===== config.mk =====
export PLATFORM = sky130hd
export DESIGN_NAME = vga_sync_gen
export DESIGN_NICKNAME = d
export VERILOG_FILES = /design/src/rtl/vga_sync_gen_pkg.sv /design/src/rtl/vga_sync_gen_wrap_counter.sv /design/src/rtl/vga_sync_gen.sv
export SDC_FILE = /design/constraint.sdc
export NUM_CORES = 1
export LEC_CHECK = 0
export CORE_ASPECT_RATIO = 0.9
export CORE_MARGIN = 1
export CORE_UTILIZATION = 32
export DETAILED_ROUTE_END_ITERATION = 10
export DONT_BUFFER_PORTS = 1
export HOLD_SLACK_MARGIN = 0.05
export PLACE_DENSITY = 0.52
export SYNTH_ARGS = -nofsm -noshare
export SYNTH_HDL_FRONTEND = slang
export SYNTH_HIERARCHICAL = 1
export SYNTH_SLANG_ARGS = --single-unit

===== constraint.sdc =====
create_clock -name sysclk -period 7.5 [get_ports sysclk]
set_input_delay 1.5 -clock sysclk [delete_from_list [all_inputs] [get_ports sysclk]]
set_output_delay 1.5 -clock sysclk [all_outputs]
set_load 0.02 [all_outputs]

===== src/rtl/vga_sync_gen_pkg.sv =====
// Shared raster constants for vga_sync_gen and its consumers: default 640x480@60 timing,
// display_addr field layout and small compare helpers.
package vga_sync_gen_pkg;

    localparam int DEF_CLK_DIV     = 2;
    localparam int DEF_H_TOTAL     = 800;
    localparam int DEF_H_SYNC      = 96;
    localparam int DEF_H_ACT_START = 144;
    localparam int DEF_H_ACT_LEN   = 640;
    localparam int DEF_V_TOTAL     = 525;
    localparam int DEF_V_SYNC      = 2;
    localparam int DEF_V_ACT_START = 35;
    localparam int DEF_V_ACT_LEN   = 480;

    localparam int ADDR_W    = 22;
    localparam int CNT_W     = 10;
    localparam int FRAME_W   = 8;
    localparam int HSYNC_BIT = 21;
    localparam int VSYNC_BIT = 20;

    // Field order matches the f3_gpu decode: {hsync, vsync, x[9:0], y[9:0]}.
    typedef struct packed {
        logic             hsync;
        logic             vsync;
        logic [CNT_W-1:0] x;
        logic [CNT_W-1:0] y;
    } display_addr_t;

    function automatic int cnt_width(input int n);
        return (n <= 2) ? 1 : $clog2(n);
    endfunction

    // 11-bit compares so a bound of 1024 does not wrap.
    function automatic logic below(input logic [CNT_W-1:0] pos, input int bound);
        return {1'b0, pos} < 11'(bound);
    endfunction

    function automatic logic in_window(input logic [CNT_W-1:0] pos, input int start, input int len);
        return ({1'b0, pos} >= 11'(start)) && ({1'b0, pos} < 11'(start + len));
    endfunction

endpackage


===== src/rtl/vga_sync_gen_wrap_counter.sv =====
// Enable-gated modulo counter; wrap is combinational so the parent can chain counters
// and register outputs from count_next in the same cycle.
module wrap_counter #(
    parameter int WIDTH = 4,
    parameter int MAX   = 15
) (
    input  logic             sysclk,
    input  logic             rst_n,
    input  logic             en,
    output logic [WIDTH-1:0] count,
    output logic [WIDTH-1:0] count_next,
    output logic             wrap
);

    localparam logic [WIDTH-1:0] MAX_V = WIDTH'(MAX);

    assign wrap = en && (count == MAX_V);

    always_comb begin
        count_next = count;
        if (wrap) begin
            count_next = '0;
        end else if (en) begin
            count_next = count + WIDTH'(1);
        end
    end

    always_ff @(posedge sysclk or negedge rst_n) begin
        if (!rst_n) begin
            count <= '0;
        end else begin
            count <= count_next;
        end
    end

endmodule


===== src/rtl/vga_sync_gen.sv =====
// Raster timing generator: pixel-rate divider plus h/v scan counters, producing registered
// sync, blanking, frame strobes and the packed display_addr word for f3_gpu.
module vga_sync_gen
    import vga_sync_gen_pkg::*;
#(
    parameter int CLK_DIV     = DEF_CLK_DIV,
    parameter int H_TOTAL     = DEF_H_TOTAL,
    parameter int H_SYNC      = DEF_H_SYNC,
    parameter int H_ACT_START = DEF_H_ACT_START,
    parameter int H_ACT_LEN   = DEF_H_ACT_LEN,
    parameter int V_TOTAL     = DEF_V_TOTAL,
    parameter int V_SYNC      = DEF_V_SYNC,
    parameter int V_ACT_START = DEF_V_ACT_START,
    parameter int V_ACT_LEN   = DEF_V_ACT_LEN
) (
    input  logic               sysclk,
    input  logic               rst_n,
    output logic [ADDR_W-1:0]  display_addr,
    output logic               hsync,
    output logic               vsync,
    output logic               pixel_en,
    output logic               active,
    output logic               frame_start,
    output logic [FRAME_W-1:0] frame_count
);

    localparam int DIV_W = cnt_width(CLK_DIV);

    logic [DIV_W-1:0] div_cnt;
    logic [DIV_W-1:0] div_next;
    logic             div_wrap;
    logic [CNT_W-1:0] h_cnt;
    logic [CNT_W-1:0] h_next;
    logic             h_wrap;
    logic [CNT_W-1:0] v_cnt;
    logic [CNT_W-1:0] v_next;
    logic             v_wrap;
    logic             cnt_unused;

    display_addr_t    addr_q;
    display_addr_t    addr_next;
    logic             active_next;

    wrap_counter #(
        .WIDTH (DIV_W),
        .MAX   (CLK_DIV - 1)
    ) u_div (
        .sysclk     (sysclk),
        .rst_n      (rst_n),
        .en         (1'b1),
        .count      (div_cnt),
        .count_next (div_next),
        .wrap       (div_wrap)
    );

    wrap_counter #(
        .WIDTH (CNT_W),
        .MAX   (H_TOTAL - 1)
    ) u_h (
        .sysclk     (sysclk),
        .rst_n      (rst_n),
        .en         (div_wrap),
        .count      (h_cnt),
        .count_next (h_next),
        .wrap       (h_wrap)
    );

    wrap_counter #(
        .WIDTH (CNT_W),
        .MAX   (V_TOTAL - 1)
    ) u_v (
        .sysclk     (sysclk),
        .rst_n      (rst_n),
        .en         (h_wrap),
        .count      (v_cnt),
        .count_next (v_next),
        .wrap       (v_wrap)
    );

    // Outputs are built from the post-edge counter values, so the registered state is only
    // observed through the *_next nets.
    assign cnt_unused = ^{div_cnt, div_next, h_cnt, v_cnt};

    always_comb begin
        addr_next.hsync = ~below(h_next, H_SYNC);
        addr_next.vsync = ~below(v_next, V_SYNC);
        addr_next.x     = h_next;
        addr_next.y     = v_next;
        active_next     = in_window(h_next, H_ACT_START, H_ACT_LEN)
                       && in_window(v_next, V_ACT_START, V_ACT_LEN);
    end

    // v only wraps on an h wrap, so v_wrap alone marks the frame boundary.
    always_ff @(posedge sysclk or negedge rst_n) begin
        if (!rst_n) begin
            addr_q      <= '0;
            pixel_en    <= 1'b0;
            active      <= 1'b0;
            frame_start <= 1'b0;
            frame_count <= '0;
        end else begin
            addr_q      <= addr_next;
            pixel_en    <= div_wrap;
            active      <= active_next;
            frame_start <= v_wrap;
            if (v_wrap) begin
                frame_count <= frame_count + FRAME_W'(1);
            end
        end
    end

    assign display_addr = addr_q;
    assign hsync        = display_addr[HSYNC_BIT];
    assign vsync        = display_addr[VSYNC_BIT];

endmodule


==> run metrics <==
cell row count 27; worst r2r dst active; share of layout cells above drive strength 1 0.123; drt pass-1 iters 4; Post-CTS Hold Fix Bufs 0; Worst Clk Skew about 0.013 ns; Yosys top cell area share 0.630; synth top area cells dfrtp_1 (63%), xor2_1 (4.5%), xnor2_1 (4.1%); TritonCTS Sinks 54; Post-CTS Resized 0; WL per Instance ~15 µm; Placer Congestion around 0.8; I/O Buffers 0; area leader, netlist dfrtp_1; crit path DAT 3.60 ns; CTS tree yes; Static Leak 1.11 nW; Cell variety after synth 38; # placed instances between 200 and 300; die footprint 0.00703 mm²; syn avg cell area 12.8 µm²; Max-Cap Viols 0; FMAX a little under 0.3 GHz; Initial Util 0.341; first-pass GRT wire length around 6400 µm; All-Layer GR Usage 0.123; final slew viol count 0; Async SR Flop Fraction 1.00; DR iter-0 viols 27; syn nets between 150 and 200; final setup TNS 0 ns; worst relative slew slack 0.662; Root Buffer clkbuf_8; cells on worst reg2reg path 10; initial antenna violation count 0; status finished, final reports clean; Post-synth EDFFs 0; Die Span X approximately 88 µm; Crit Path Class reg -> reg; unrepaired setup endpoints after global routing false; Die Ht around 80 µm; final hold vios 0; Hold WC Path Type reg -> reg; vias per inst approximately 4.9; Post-DRT Antenna Nets 0; Tcrit/Tclk final 0.456; number of synthesized register bits 54; minimum clock period about 3.4 ns; gr ovfl total 0; post-route worst setup slack ~4.1 ns; P per Cell Area approximately 260 mW/mm²; final non-filler cell total 258; Area Overhead vs Synth 9.04%; Worst-Margin Slew ~0.51 ns; Post-CTS Setup Repair Bufs 0; Core Area ~0.0063 mm²; WP data required between 7 and 8 ns; pre-CTS setup slack about 4.1 ns; Core Util, Final 0.372; routed via count about 1,300; drt drc 0; clk_lat worst skew between 0.3 and 0.4 ns; Primary FF master, synth dfrtp_1; vias in the first global route ~1,300; CP startpoint u_div/count; FF-to-FF Start u_div/count; largest net degree at the start of global routing 55; IO Pins 37; Nets about 180; critical path capture point type flip-flop; Post-Route WL around 3800 µm; Final Setup Violations 0; Worst Setup Start Kind flip-flop; H-tree depth 2; CTS Buffer Depth 2; register area share after synthesis 0.630; Worst R2R Setup Slack about 4.1 ns; diode count 0; CTS clk-pin slew, worst paths 0.09 ns; worst vdd ir around 90 µV; TritonCTS Buffers 5; Synth Cell Area between 0.002 and 0.0025 mm²; dpl hpwl 2600 µm; Synth warnings 6; CP endpoint active; post-synthesis cell count 168; crit-path max FO 13
[state kept, by name, indices dropped and copies added, names as in the netlist]
register / count
u_v/count: 10
u_div/count: 1
u_h/count: 10
active: 1
frame_count: 8
frame_start: 1
pixel_en: 1
display_addr: 20
hsync: 1
vsync: 1
[cell type report]
class                           count  area, µm²
Tap cell                           87        109
Timing Repair Buffer                1       7.51
Clock buffer                        5       68.8
Multi-Input combinational cell    106        754
Clock inverter                      3       40.0
Fill cell                         632       3950
Sequential cell                    54       1350
Inverter                            2       7.51
[how the worst min path moves through the flow]
stage,end,start,slack [ns],depth (start not counted)
finish,u_v/count[8],u_v/count[8],0.56,1
global route,u_v/count[8],u_v/count[8],0.60,1
CTS,u_v/count[8],u_v/count[8],0.57,1
detailed placement,u_v/count[8],u_v/count[8],0.55,1
global placement,u_v/count[8],u_v/count[8],0.55,1
floorplan,pixel_en,u_div/count,0.49,1
[cell families after synthesis]
group | synth area share
AND/OR/NAND/NOR | 0.167
flip-flops | 0.630
XOR/XNOR | 0.0858
AO/OA/AOI/OAI | 0.0502
buffers and inverters | 0.0210
adder cells (fa/ha/maj) | 0.0292
multiplexers | 0.0146
other | 0.00175
[metrics by stage]
| stage | hold WS, ns | cell area (µm²) | power (W) |
|---|---|---|---|
| after global routing | 0.598 | 2340 | 0.000656 |
| final | 0.558 | 2340 | 0.000619 |
| after floorplan | 0.486 | 2140 | 0.000417 |
| after global placement | 0.553 | 2230 | 0.000435 |
| after detailed placement | 0.547 | 2230 | 0.000436 |
| after CTS | 0.568 | 2340 | 0.000629 |
[synth_stat cells (2+ instances only)]
| master | number |
|---|---|
| dfrtp_1 | 54 |
| nor2_1 | 15 |
| nand4_1 | 12 |
| xor2_1 | 11 |
| nand2_1 | 10 |
| xnor2_1 | 10 |
| ha_1 | 5 |
| and3_1 | 3 |
| buf_2 | 3 |
| buf_4 | 3 |
| nand3_1 | 3 |
| nor3_1 | 3 |
| nor4_1 | 3 |
| o31ai_1 | 3 |
| a21oi_1 | 2 |
| a21oi_2 | 2 |
| inv_1 | 2 |
| mux2i_1 | 2 |
| nand4_2 | 2 |
| or4_4 | 2 |
[metal layers]
metal	GRT usage	vias up	routed length [µm]	part of all wire
met3	0.0476	5	261	0.068
met5	0	-	0	0
met1	0.176	644	1930	0.50
met4	0.0484	0	45	0.012
li1	-	593	-	-
met2	0.164	33	1600	0.42
[worst max-delay path, cell delays in order, from the launching register on]
cell	delay [ns]
dfrtp_1	0.34
ha_1	0.35
and4_2	0.33
and4_1	0.53
nand4_1	0.18
nor4bb_2	0.43
buf_4	0.25
nor2_1	0.09
a2111oi_1	0.52
or3b_2	0.21
a31oi_1	0.07
[where the power goes]
| part | switching [W] | total [W] | internal (W) |
|---|---|---|---|
| logic | 0.0000301 | 0.0000510 | 0.0000209 |
| registers | 0.0000519 | 0.000378 | 0.000326 |
| clock network | 0.0000914 | 0.000190 | 0.0000983 |
[layout by cell type, fill, tap and decap left out, types with 3 or more instances in the layout]
master,synthesis,final
dfrtp_1,54,54
nor2_1,15,15
nand4_1,12,12
xor2_1,11,11
nand2_1,10,10
xnor2_1,10,10
ha_1,5,5
clkbuf_8,0,5
nor3_1,3,3
nor4_1,3,3
nand3_1,3,3
o31ai_1,3,3
and3_1,3,3
(Power assumes the default switching activity.)
==> variant 1 (config.mk and constraints unchanged) <==
Make the reset (`rst_n`) synchronous in 2 clocked blocks.
--- a/src/rtl/vga_sync_gen_wrap_counter.sv
+++ b/src/rtl/vga_sync_gen_wrap_counter.sv
@@ -27,3 +27,3 @@
 
-    always_ff @(posedge sysclk or negedge rst_n) begin
+    always_ff @(posedge sysclk) begin
         if (!rst_n) begin
--- a/src/rtl/vga_sync_gen.sv
+++ b/src/rtl/vga_sync_gen.sv
@@ -93,3 +93,3 @@
     // v only wraps on an h wrap, so v_wrap alone marks the frame boundary.
-    always_ff @(posedge sysclk or negedge rst_n) begin
+    always_ff @(posedge sysclk) begin
         if (!rst_n) begin
Function: differs if rst_n is asserted again (counterexample within 4 cycles, from zero or initial values and one cycle with rst_n low); with rst_n held inactive, the same outputs for 10 cycles.
==> variant 1 against the original RTL <==
Synthesized cell count rose by 39%; wire length increased by 7.2%; hold slack worse by 0.044 ns; sequential cell count unchanged; worst setup slack improved by 0.088 ns; design area grew 4.2%; sequential share of layout area decreased by 13 points; count of clock-buffer cells in the layout unchanged; synthesized area increased by 5.9%; largest cell class is now multi-input gates.
Power is not compared: it rests on default switching activity, and its combinational part moved more than twofold at a synthesized area within 25%.
==> variant 1: results <==
export IMPL_fmax_ghz=0.300
export IMPL_dp_slack_ns=4.15
export IMPL_tightest_slew_ns=0.525
export IMPL_first_iter_violations=81
export IMPL_grt_usage_pct=11.8
export IMPL_grt_pass1_vias=1429
export IMPL_timing_rr_end="active"
export IMPL_drive_gt1_share_pct=9.36
export IMPL_syn_inst=233
export IMPL_finClkSkew_ns=0.00873
export IMPL_wl_um=4120
export IMPL_syn_num_nets=240
export IMPL_critPathTopFamily="simple AND/OR/NAND/NOR gates"
export IMPL_synth_top_cells_by_count="dfxtp_1 (54), and2_1 (24), nor2_1 (23)"
export IMPL_vias=1602
export IMPL_min_from="u_h/count[9]"
export IMPL_regToRegStartpoint="u_div/count"
export IMPL_hpwl_um=3030
export IMPL_cp_max_fo=13
export IMPL_die_area_mm2=0.00744
export IMPL_routedWlPerCell_um=12.7
export IMPL_synthTopCellsByArea="dfxtp_1 (48%), and2_1 (6.6%), nor2_1 (3.8%)"
export IMPL_grt_pass1_wl_um=6920
export IMPL_arrival_ns=3.56
export IMPL_placed_area_mm2=0.00235
export IMPL_placedCellCount=317
export IMPL_rr_worst_depth=9
export IMPL_outcome="complete, no violations"
export IMPL_wl_met2_um=1810
export IMPL_grt_start_max_net_pins=36
export IMPL_met3_length_um=194
export IMPL_gp_congestion=0.769
export IMPL_crit_path_top_delay_cell="nor3_4"
export IMPL_fill_cells=708
export IMPL_seq_area_frac_synth_pct=47.6
export IMPL_clkLatencyLatePin_ns=0.30
export IMPL_cp_endpoint="active"
export IMPL_async_reset_ff_share_pct=0
[variant 1: cell type report]
| type | count | area [µm²] | share of cell area (%) |
|---|---|---|---|
| multi-input combinational | 168 | 1130 | 46.5 |
| sequential | 54 | 1080 | 44.4 |
| tap | 90 | 113 | 4.62 |
| clock buffer | 5 | 68.8 | 2.82 |
| clock inverter | 3 | 21.3 | 0.873 |
| inverter | 5 | 18.8 | 0.770 |
[variant 1: per-stage QoR]
step                      utilization [%]  hold WS (ns)  power [W]
after global routing                 36.2         0.554   0.000490
after global placement               34.9         0.501   0.000314
final                                36.2         0.514   0.000468
after detailed placement             34.9         0.503   0.000313
after floorplan                         -         0.473   0.000312
after CTS                            36.2         0.517   0.000475
[variant 1: worst reg2reg max path: stages (launching register included)]
cell and delay [ns]:
dfxtp_1 0.32, ha_1 0.30, nand4_2 0.28, nor3_4 0.54, nand4b_1 0.31, nor3_4 0.53
nor2_1 0.20, a2111oi_4 0.38, a21boi_1 0.13, nor4b_2 0.27
[variant 1: how the worst min path moves through the flow]
stage / to / slack, ns / depth (start not counted)
6_report: u_h/count[9] / 0.51 / 2
2_1_floorplan: u_h/count[9] / 0.47 / 2
3_3_place_gp: u_v/count[8] / 0.50 / 2
5_1_grt: u_h/count[9] / 0.55 / 2
4_1_cts: u_h/count[9] / 0.52 / 2
3_5_place_dp: u_h/count[9] / 0.50 / 2
[variant 1: kinds of logic (layout without fill, tap and decap cells)]
logic type                 count (synthesis)  after routing  synth area share (%)
adders and majority gates                  5              5                  2.75
AOI/OAI and AO/OA                         33             33                  10.5
muxes                                      5              5                  2.20
other                                      1              1                 0.165
and+or+nand+nor                          110            110                  28.9
DFF                                       54             54                  47.6
buffers and inverters                     11             13                  2.48
xor gates and xnor gates                  14             14                  5.40
[variant 1: power groups by stage]
stage                     clock network, W  registers [W]   logic, W
after floorplan                          0       0.000301  0.0000115
after global placement                   0       0.000302  0.0000119
after detailed placement                 0       0.000302  0.0000118
after CTS                         0.000168       0.000295  0.0000118
after global routing              0.000181       0.000296  0.0000130
final                             0.000161       0.000295  0.0000115
[variant 1: routing by layer]
metal | vias up | track usage, %
li1 | 816 | -
met1 | 749 | 15.4
met2 | 32 | 18.9
met3 | 5 | 3.06
met4 | 0 | 4.29
met5 | - | 0
==> variant 2 (same flow settings) <==
Made on the original files. Change the package constant `DEF_V_ACT_LEN` from 480 to 240.
--- a/src/rtl/vga_sync_gen_pkg.sv
+++ b/src/rtl/vga_sync_gen_pkg.sv
@@ -12,3 +12,3 @@
     localparam int DEF_V_ACT_START = 35;
-    localparam int DEF_V_ACT_LEN   = 480;
+    localparam int DEF_V_ACT_LEN   = 240;
 
Formal check against the unedited RTL: same outputs for any inputs over 10 cycles, from zero or initial values and one cycle with rst_n low; that may be too few to reach the edited logic, so the function may still have changed.
==> variant 2 against the original RTL <==
Synthesized area grew 1.4%; fmax grew 11%; hold slack better by 0.027 ns; wire length rose by 1.4%; power increased by 0.13%; non-clock buffer count did not move; sequential cell count did not move; global-route usage about the same; design area is 1.5% higher; sequential share of layout area shrank 0.85 points; worst setup slack improved by 0.33 ns; clock power is essentially flat; die area grew 1.4%.
==> variant 2: results <==
export IMPL_timing_rr_end="active"
export IMPL_criticalPathCategory="reg -> reg"
export IMPL_p_leak_nw=1.11
export IMPL_irDropWorstVdd_v=0.0000834
export IMPL_ys_types=40
export IMPL_finClkSkew_ns=0.0115
export IMPL_critPathTopFamily="simple AND/OR/NAND/NOR gates"
export IMPL_crit_path_top_delay_cell="and4_1"
export IMPL_antenna_found_initial=0
export IMPL_async_reset_ff_share_pct=100
export IMPL_hpwl_um=2760
export IMPL_grt_usage_pct=12.3
export IMPL_yosys_warnings=6
export IMPL_outcome="complete, no violations"
export IMPL_regToRegStartpoint="u_div/count"
export IMPL_grt_pass1_wl_um=6560
export IMPL_drive_gt1_share_pct=12.6
export IMPL_gp_congestion=0.798
export IMPL_first_iter_violations=132
export IMPL_cpPeakStageDelay_ns=0.52
export IMPL_syn_num_nets=178
export IMPL_num_antenna_cells=0
export IMPL_synthTopCellsByArea="dfrtp_1 (62%), xor2_1 (4.8%), xnor2_1 (3.6%)"
export IMPL_swShare_pct=27.9
export IMPL_cts_root_buffer="clkbuf_8"
export IMPL_placed_area_mm2=0.00226
export IMPL_clk_pin_slew_ns=0.10
export IMPL_arrival_ns=3.31
export IMPL_dr_pass1_iters=4
export IMPL_vias=1282
export IMPL_cts_resized=0
export IMPL_rr_worst_depth=10
export IMPL_seq_area_frac_synth_pct=62.1
export IMPL_post_cts_buffers=0
export IMPL_comb_cell_power_w=0.0000528
export IMPL_reg2reg_slack_ns=4.41
export IMPL_relSlewSlack_pct=66.5
export IMPL_grt_pass1_vias=1262
export IMPL_wl_um=3900
export IMPL_fill_cells=654
export IMPL_clkLatencyLatePin_ns=0.31
export IMPL_max_clock_path_buffers=2
export IMPL_synth_top_cells_by_count="dfrtp_1 (54), nor2_1 (15), nand2_1 (12), xor2_1 (12), nand4_1 (10)"
==> variant 2: metal layers <==
metal	part of all wire, %	track usage (%)	vias up
met2	47	18.7	47
met1	43	15.9	626
met5	0	0	-
met4	1.6	5.32	0
met3	8.4	4.11	5
li1	-	-	604
==> variant 2: through the flow <==
| step | std cells | worst slack, ns | power (W) | hold slack [ns] |
|---|---|---|---|---|
| 2_1_floorplan | 171 | 4.85 | 0.000417 | 0.486 |
| 3_3_place_gp | 256 | 4.56 | 0.000435 | 0.568 |
| 3_5_place_dp | 256 | 4.44 | 0.000436 | 0.575 |
| 4_1_cts | 264 | 4.41 | 0.000629 | 0.589 |
| 5_1_grt | 264 | 4.16 | 0.000652 | 0.607 |
| 6_report | 264 | 4.41 | 0.000620 | 0.585 |
==> variant 2: logic make-up after synthesis <==
group	Yosys count	synth area share, %
muxes	3	1.44
and+or+nand+nor	62	17.2
buffers and inverters	9	2.24
AOI/OAI and AO/OA	16	5.47
DFF	54	62.1
other	1	0.172
xor gates and xnor gates	21	8.46
adders and majority gates	5	2.88
==> variant 2: worst min path at each step <==
| stage | startpoint | endpoint | slack (ns) |
|---|---|---|---|
| floorplan | u_div/count | pixel_en | 0.49 |
| finish | u_div/count | u_div/count | 0.58 |
| global route | u_div/count | u_div/count | 0.61 |
| CTS | u_div/count | u_div/count | 0.59 |
| global placement | u_div/count | u_div/count | 0.57 |
| detailed placement | u_div/count | u_div/count | 0.58 |
==> variant 2: area by class of cell <==
cell class              instances  area, µm²  share of cell area (%)
inverters                       3       11.3                   0.474
multi-input cells             108        781                    32.9
repair buffers                  1       7.51                   0.316
clock inverters                 2       37.5                    1.58
flip-flops and latches         54       1350                    56.9
clock buffers                   6       72.6                    3.06
well taps                      90        113                    4.74
